### src/rtl/uart_cmd_assembler.sv
// Pairs bytes from the UART receiver into 16-bit commands (high byte first).
// A partial command is dropped if its low byte does not arrive within TIMEOUT_CLKS.
module uart_cmd_assembler #(
  parameter int TIMEOUT_CLKS = 52080,
  parameter int TMR_W        = 16
) (
  input  logic        clk,
  input  logic        rst,
  input  logic        byte_rdy,
  input  logic [7:0]  rx_data,
  output logic        clr_byte_rdy,
  output logic [15:0] cmd,
  output logic        cmd_rdy,
  input  logic        clr_cmd_rdy,
  output logic        overrun,
  output logic        timeout_err
);

  typedef enum logic {
    IDLE,
    WAIT_LO
  } state_t;

  localparam logic [TMR_W-1:0] TMR_LAST = TMR_W'(TIMEOUT_CLKS - 1);

  state_t           state, state_d;
  logic [TMR_W-1:0] timer, timer_d;
  logic [7:0]       hi_byte, hi_d;
  logic             complete;
  logic             timeout;

  // Every byte is taken in the cycle it is offered; the receiver drops rdy at the next edge.
  assign clr_byte_rdy = byte_rdy && !rst;

  always_comb begin
    // NOTE: every signal gets a default first so no path leaves it unassigned (no latch).
    state_d  = state;
    timer_d  = timer;
    hi_d     = hi_byte;
    complete = 1'b0;
    timeout  = 1'b0;
    unique case (state)
      IDLE: begin
        if (byte_rdy) begin
          hi_d    = rx_data;
          timer_d = '0;
          state_d = WAIT_LO;
        end
      end
      WAIT_LO: begin
        if (timer != '1) timer_d = timer + TMR_W'(1);
        // A byte arriving on the timeout cycle still completes the command.
        if (byte_rdy) begin
          complete = 1'b1;
          state_d  = IDLE;
        end else if (timer == TMR_LAST) begin
          timeout = 1'b1;
          state_d = IDLE;
        end
      end
      default: state_d = IDLE;
    endcase
  end

  always_ff @(posedge clk) begin
    // NOTE: sequential state uses non-blocking assignments so every register samples pre-edge values.
    if (rst) begin
      state       <= IDLE;
      timer       <= '0;
      hi_byte     <= '0;
      cmd         <= '0;
      cmd_rdy     <= 1'b0;
      overrun     <= 1'b0;
      timeout_err <= 1'b0;
    end else begin
      state       <= state_d;
      timer       <= timer_d;
      hi_byte     <= hi_d;
      timeout_err <= timeout;

      // A command completing while the consumer acknowledges replaces the old one.
      if (complete && (!cmd_rdy || clr_cmd_rdy)) begin
        cmd     <= {hi_byte, rx_data};
        cmd_rdy <= 1'b1;
      end else if (clr_cmd_rdy) begin
        cmd_rdy <= 1'b0;
      end

      if (clr_cmd_rdy) overrun <= 1'b0;
      else if (complete && cmd_rdy) overrun <= 1'b1;
    end
  end

endmodule

### config.mk
export PLATFORM = sky130hd
export DESIGN_NAME = uart_cmd_assembler
export DESIGN_NICKNAME = d
export VERILOG_FILES = /design/src/rtl/uart_cmd_assembler.sv
export SDC_FILE = /design/constraint.sdc
export NUM_CORES = 1
export LEC_CHECK = 0
export CORE_ASPECT_RATIO = 1.5
export CORE_UTILIZATION = 52
export CTS_BUF_LIST = sky130_fd_sc_hd__clkbuf_16
export DETAILED_ROUTE_END_ITERATION = 16
export PLACE_DENSITY = 0.85
export REMOVE_ABC_BUFFERS = 1
export SLEW_MARGIN = 40
export SYNTH_ARGS = -nofsm -noshare
export SYNTH_HDL_FRONTEND = slang
export SYNTH_SLANG_ARGS = --single-unit
### constraint.sdc
create_clock -name clk -period 2.6 [get_ports clk]
set_clock_uncertainty 0.2 [all_clocks]
set_input_delay 0.78 -clock clk [delete_from_list [all_inputs] [get_ports clk]]
set_output_delay 0.78 -clock clk [all_outputs]
set_load 0.05 [all_outputs]
Word level (Yosys, flattened, before mapping)
Index checks and enable logic that the tools add are counted.
{"block": "word_totals", "reg_bits": 44, "output_inout_bits": 20}
{"block": "classes", "add_sub_neg": 1, "n_eq_ne": 4, "muxes": 11, "bitwise": 1, "reduce_logical": 11}
{"op": "$mux W16", "count": 2}
{"op": "$pmux W16 S2", "count": 1}
{"op": "$add A16 B1 Y16 const B", "count": 1}
{"op": "$eq A16 B16 Y1 const B", "count": 1}
{"op": "$ne A16 B16 Y1 const B", "count": 1}
{"op": "$mux W1", "count": 7}
{"op": "$reduce_and A2 Y1", "count": 2}
{"op": "$logic_and A1 B1 Y1", "count": 3}
{"op": "$reduce_or A3 Y1", "count": 1}
{"op": "$logic_not A1 Y1", "count": 2}
{"op": "$ne A2 B1 Y1 const B", "count": 1}
{"op": "$ne A2 B2 Y1 const B", "count": 1}
{"op": "$pmux W1 S2", "count": 1}
{"op": "$reduce_bool A2 Y1", "count": 1}
{"op": "$reduce_or A2 Y1", "count": 1}
{"op": "$logic_or A1 B1 Y1", "count": 1}
{"op": "$not A1 Y1", "count": 1}

Logic depth before layout (Yosys ltp)
Gate-level depths: netlist (run 1).
{"block": "depth", "ltp_word": 4, "depth_mapped": 7}

Worst setup path before layout (run 1)
No wires, ideal clock.
{"block": "synth_path", "path_kind": "input to output", "start": "input rst", "end": "output clr_byte_rdy", "arrival_time_ns": 1.848, "required_ns": 1.620, "slack_ns": -0.228, "stages": 3, "path_cell_list": "clkbuf_1 clkbuf_1 nor2b_1"}
{"block": "synth_between", "elab_chain_cells": 2}
{"element": "start, declared", "line": "8", "text": "input logic rst,"}
{"element": "$logic_not A1 Y1", "line": "33", "text": "assign clr_byte_rdy = byte_rdy && !rst;"}
{"element": "$logic_and A1 B1 Y1", "line": "33"}
{"element": "end, declared", "line": "11", "text": "output logic clr_byte_rdy,"}
No other way between the ends.

Worst setup path in the final report (run 1)
Ends and elaborated chain as after synthesis.

==> results.yml, run 1 <==
run_status:
  status: "complete, no violations"
layout:
  antennaDiodeCount: 0
  design_area_sq_mm: 0.00249
  multi_input_area_sq_um: 968
  drive_above_1_share_pct: 10.3
  syn2layout_area_growth_pct: 30.4
  n_fill_cell: 262
  fin_nets: 285
  seq_area_sq_um: 881
  finalNonFillerCells: 315
clock_tree:
  htreeDepth: 2
  cts_root_buf: "clkbuf_16"
  clockBufferDepth: 2
  hold_buffers: 0
  cts.sinks: 44
  path_clk_slew_ps: 60
  insertion_delay_ps: 280
  cts_made_buffers: 5
  post_cts_buffers: 0
  cts_tree: "done"
place:
  portBuffers: 31
  dp_cells: 307
  dp_hpwl_um: 3060
  gp_congestion: 0.941
  placed_area_sq_mm: 0.00232
sta:
  relSlewSlack_pct: 58.8
  min_period_over_period_pct: 97.7
  whs_ps: 254
  hold_viol: 0
  drv_slew: 0
  setup_viol: 0
  rsz0062_at_grt: "no"
  fmax_mhz: 394
  tightest_slew_ps: 613
  fin_crit_ps: 2540
logic_synthesis:
  ys_ff_latch: 44
  synthTopCellsByCount: "nand2_1 (57), dfxtp_1 (44), a21oi_1 (33)"
  ys_warn_count: 0
  synth_top_cell_area_share_pct: 46.1
  synth_edf_count: 0
  synth_area_per_cell_sq_um: 8.06
  ys_seq_area_share_pct: 46.1
  synthTopCellsByArea: "dfxtp_1 (46%), nand2_1 (11%), a21oi_1 (8.6%)"
  ys_async_sr_fraction_pct: 0
  syn-cell-area_sq_mm: 0.00191
  synth.most_common_cell: "nand2_1"
  yosysUniqueCellTypes: 40
  synth-main-ff-cell: "dfxtp_1"
  yosysTopAreaCell: "dfxtp_1"
  syn-instance-count: 237
critical_path:
  crit_fanout: 2
  critPathTopFamily: "buffers and inverters"
  cp-end-kind: "output port"
  slowest_stage: "clkdlybuf4s50_1"
  arrival_ps: 1560
  startpoint_type: "input pin"
  path_cells: "clkdlybuf4s50_1 > nor2b_4 > buf_12"
  path_buf_inv: 2
  slowest_delay_ps: 480
  path_class: "input pin to output port"
  required_ps: 1620
floorplanning:
  die_area_sq_mm: 0.00393
  rows: 26
  io_pins: 32
  core_sq_mm: 0.00345
  fp.dieW_um: 51.5
  die_h_um: 76.2
  initial_utilization_pct: 55.4
power_and_ir_drop:
  seq_power_share_pct: 45.3
  ir_worst_vdd_uv: 603
  p_clk_share_pct: 44.9
  power.density_mw_per_mm2: 622
  power_frac_comb_pct: 9.8
  switching_share_pct: 22.3
  switchingPower_mw: 0.346
  intPower_mw: 1.20
  leakage_nw: 0.861
detailed_routing:
  drt-total-wl_um: 4500
  drtAntennaViolNets: 0
  viasPerCell: 5.87
  wire_per_inst_um: 14.3
  drt-pass1-iter-count: 4
  first_iter_violations: 63
  drc: 0
  vias: 1849
grt:
  antenna_found_initial: 0
  overflow: 0
  grt_max_degree: 45
  grt_pass1_vias: 1772
  grt_usage_pct: 24.7
  grt_pass1_wl_um: 7500
flow_run:
  maxCapViolCount: 0
hold_path:
  hold_class: "register to register"
-- tightest hold or removal path, stage by stage (launching register included) --
cell and delay, ps:
dfxtp_1 310, nand2_1 50, a21oi_1 50
-- state kept, by name, indices dropped and copies added, names as in the netlist --
signal       cells
timeout_err      1
hi_byte          8
timer           16
cmd_rdy          1
cmd             16
state            1
overrun          1
-- cell families (layout without fill, tap and decap cells) --
logic type	count (synthesis)	in the layout	synth area share, %
AOI/OAI and AO/OA	54	54	16.3
xor gates and xnor gates	1	1	0.458
adders and majority gates	1	1	0.655
buffers and inverters	18	54	3.60
DFF	44	44	46.1
muxes	3	3	1.70
and+or+nand+nor	116	116	31.2
-- repair_timing --
item / 4_1_cts / 5_1_grt
gates resized for setup: 1 / 1
hold endpoints to repair: 0 / 0
setup endpoints to repair: 1 / 1
-- through the flow --
stage | power, mW | utilization [%] | setup slack (ps) | setup TNS, ps
after floorplan | 0.787 | - | 133 | 0
after global placement | 0.862 | 67.2 | -12.1 | -12.1
after detailed placement | 0.865 | 67.2 | -22.8 | -22.8
after CTS | 1.56 | 72.1 | 28.2 | 0
after global routing | 1.60 | 72.2 | 25.3 | 0
final | 1.55 | 72.2 | 60.5 | 0
-- placed cells by master (no fill, tap or decap), types with 2 or more instances in the layout --
cell             Yosys  routed
nor3_1               7       7
and2_1               2       2
and3_1               3       3
nand2b_1             4       4
dfxtp_1             44      44
nand3b_1             2       2
o21ai_0              8       8
nor2b_1              3       2
or3_1                3       3
nand2_1             57      57
a311oi_1             3       3
a21oi_1             33      33
or4_1                2       2
nor2_1               8       8
clkdlybuf4s50_1      0      30
clkbuf_16            0       5
a31oi_1              3       3
nor4_1               2       2
buf_4                0      12
mux2_2               2       2
inv_1                3       3
nand4_1              9       9
nand3_1              4       4
and4_1               3       3
-- power by group through the flow --
| stage | combinational, mW | clock (mW) | sequential, mW |
|---|---|---|---|
| final | 0.152 | 0.696 | 0.702 |
| after global routing | 0.164 | 0.737 | 0.703 |
| after CTS | 0.150 | 0.706 | 0.702 |
| after detailed placement | 0.149 | 0 | 0.716 |
| after global placement | 0.146 | 0 | 0.715 |
| after floorplan | 0.0459 | 0 | 0.741 |
-- per-layer routing --
| layer | vias up | track usage [%] | wire (um) |
|---|---|---|---|
| met1 | 851 | 26.3 | 1790 |
| met5 | - | 0 | 0 |
| li1 | 915 | - | - |
| met2 | 71 | 45.1 | 2380 |
| met4 | 0 | 11.1 | 109 |
| met3 | 12 | 4.39 | 220 |
-- area by class of cell --
type / count / share of cell area (%)
Multi-Input combinational cell: 175 / 38.9
Clock buffer: 5 / 5.02
Tap cell: 42 / 2.11
Inverter: 3 / 0.452
Sequential cell: 44 / 35.4
Timing Repair Buffer: 43 / 16.5
Clock inverter: 3 / 1.71
-- path summary, 6_finish.rpt --
check | from | endpoint | slack, ps | depth (start not counted)
worst min-delay path | cmd[7] | cmd[7] | 250 | 2
worst min register to register | cmd[7] | cmd[7] | 250 | 2
worst max-delay path | rst | clr_byte_rdy | 60 | 3
worst max register to register | timer[0] | timer[2] | 350 | 5
Power figures use the tool's default switching activity.
==> run 2, diff against run 1 <==
Settings changed: CORE_ASPECT_RATIO 1.5 to 1.75.
==> run 2 against run 1 <==
Compared with the run above:
- fmax about the same
- sequential share of layout area decreased by 0.18 points
- combinational power about the same
- cell area increased by 0.50%
- sequential power about the same
- die area increased by 0.11%
- power increased by 5.8%
- wire length increased by 9.2%
- register-to-register slack about the same
- utilization increased by 0.68 points
==> results.yml, run 2 (synthesis gave the netlist of run 1 again) <==
run_status:
  status: "complete, no violations"
critical_path:
  path_buf_inv: 2
  required_ps: 1620
  crit_fanout: 2
  arrival_ps: 1560
  slowest_delay_ps: 480
  critPathTopFamily: "buffers and inverters"
  crit_start: "byte_rdy"
  slowest_stage: "clkdlybuf4s50_1"
  path_cells: "clkdlybuf4s50_1 > nor2b_4 > buf_12"
  cp-endpoint: "clr_byte_rdy"
  r2r-start: "timer[0]"
  path_class: "input pin to output port"
  cp-end-kind: "output port"
  reg2reg_to: "timer[2]"
  reg2reg_depth: 5
  path_depth: 3
  rrSetupSlack_ps: 340
  startpoint_type: "input pin"
detailed_routing:
  viasPerCell: 5.93
  vias: 1873
  first_iter_violations: 64
  wire_per_inst_um: 15.6
  drc: 0
  drt-total-wl_um: 4910
  drt-pass1-iter-count: 5
  drtAntennaViolNets: 0
power_and_ir_drop:
  power_frac_comb_pct: 9.3
  ir_worst_vdd_uv: 604
  switching_share_pct: 21.1
  intPower_mw: 1.29
  seq_power_share_pct: 42.7
  p_clk_share_pct: 48.0
  leakage_nw: 0.866
  switchingPower_mw: 0.346
  power.density_mw_per_mm2: 655
clock_tree:
  clockBufferDepth: 2
  cts.sinks: 44
  cts_made_buffers: 5
  hold_buffers: 0
  htreeDepth: 2
  cts_tree: "done"
  cts_root_buf: "clkbuf_16"
  post_cts_buffers: 0
  path_clk_slew_ps: 60
  insertion_delay_ps: 280
grt:
  grt_pass1_vias: 1735
  grt_usage_pct: 27.9
  antenna_found_initial: 0
  grt_pass1_wl_um: 7670
  overflow: 0
  grt_max_degree: 45
layout:
  syn2layout_area_growth_pct: 31.0
  antennaDiodeCount: 0
  n_fill_cell: 275
  seq_area_sq_um: 881
  multi_input_area_sq_um: 968
  reg_top3: "cmd: 16 flops, timer: 16 flops, hi_byte: 8 flops"
  design_area_sq_mm: 0.00250
  mostFrequentLayoutCells: "nand2_1 (57), dfxtp_1 (44), a21oi_1 (33)"
  utilization_pct: 72.9
  layout_commonest_cell: "nand2_1"
  fin_nets: 284
  drive_above_1_share_pct: 9.96
place:
  placed_area_sq_mm: 0.00231
  gp_congestion: 0.945
  portBuffers: 31
  dp_hpwl_um: 3370
  place_worst_setup_slack_ps: -63.1
floorplanning:
  fp.dieW_um: 47.8
  core_sq_mm: 0.00343
  rows: 28
  io_pins: 32
  initial_utilization_pct: 55.6
  die_area_sq_mm: 0.00393
  die_h_um: 82.2
sta:
  fin_crit_ps: 2540
  setup_viol: 0
  relSlewSlack_pct: 64.6
  tightest_slew_ps: 527
  whs_ps: 254
  hold_viol: 0
  worst_slack_ps: 58.6
  drv_slew: 0
  rsz0062_at_grt: "no"
  fmax_mhz: 393
  min_period_over_period_pct: 97.7
hold_path:
  worstHoldStart: "cmd[5]"
  hold_class: "register to register"
flow_run:
  maxCapViolCount: 0
[run 2: changes by cell type in the layout (fill, tap and decap cells not counted), sizes merged]
cell,before,now
buf,13,12
clkdlybuf4s50,30,29
dlygate4sd2,0,1
bufinv,1,2
clkinv,2,0
[run 2: timing repair]
action,4_1_cts,5_1_grt
endpoints found under the hold margin,0,0
setup endpoints to repair,1,1
resized for setup,2,1
[run 2: area by class of cell]
| type | instances | area share (%) |
|---|---|---|
| Timing Repair Buffer | 42 | 16.0 |
| Multi-Input combinational cell | 175 | 38.7 |
| Inverter | 3 | 0.450 |
| Clock inverter | 2 | 2.40 |
| Tap cell | 45 | 2.25 |
| Sequential cell | 44 | 35.2 |
| Clock buffer | 5 | 5.00 |
[run 2: worst min path at each step]
stage                 end  slack (ps)  cells after the start
4_1_cts            cmd[4]         260                      2
3_5_place_dp   hi_byte[2]         250                      2
3_3_place_gp      cmd[10]         240                      2
5_1_grt           cmd[14]         280                      2
6_report           cmd[5]         250                      2
2_1_floorplan     cmd[10]         230                      2
[run 2: routing by layer]
metal / vias to the layer above / part of all wire [%] / track usage (%)
met5: - / 0 / 0
met4: 0 / 3.8 / 16.4
met3: 18 / 3.2 / 6.96
met2: 55 / 57 / 50.0
met1: 896 / 36 / 26.5
li1: 904 / - / -
[run 2: stage by stage]
step	TNS, ps	instances	power, mW
final	0	316	1.64
after detailed placement	-63.1	309	0.864
after global placement	-58.1	309	0.860
after CTS	0	316	1.65
after floorplan	0	222	0.787
after global routing	0	316	1.69
[run 2: worst min-delay path, cell delays in order, from the launching register on]
cell     delay [ps]
dfxtp_1         300
nand2_1          50
a21oi_1          50
[run 2: power groups by stage]
stage          Sequential, mW  Combinational (mW)  Clock [mW]
2_1_floorplan           0.741              0.0459           0
3_5_place_dp            0.715               0.149           0
3_3_place_gp            0.714               0.146           0
5_1_grt                 0.702               0.166       0.827
4_1_cts                 0.700               0.152       0.799
6_report                0.700               0.153       0.787
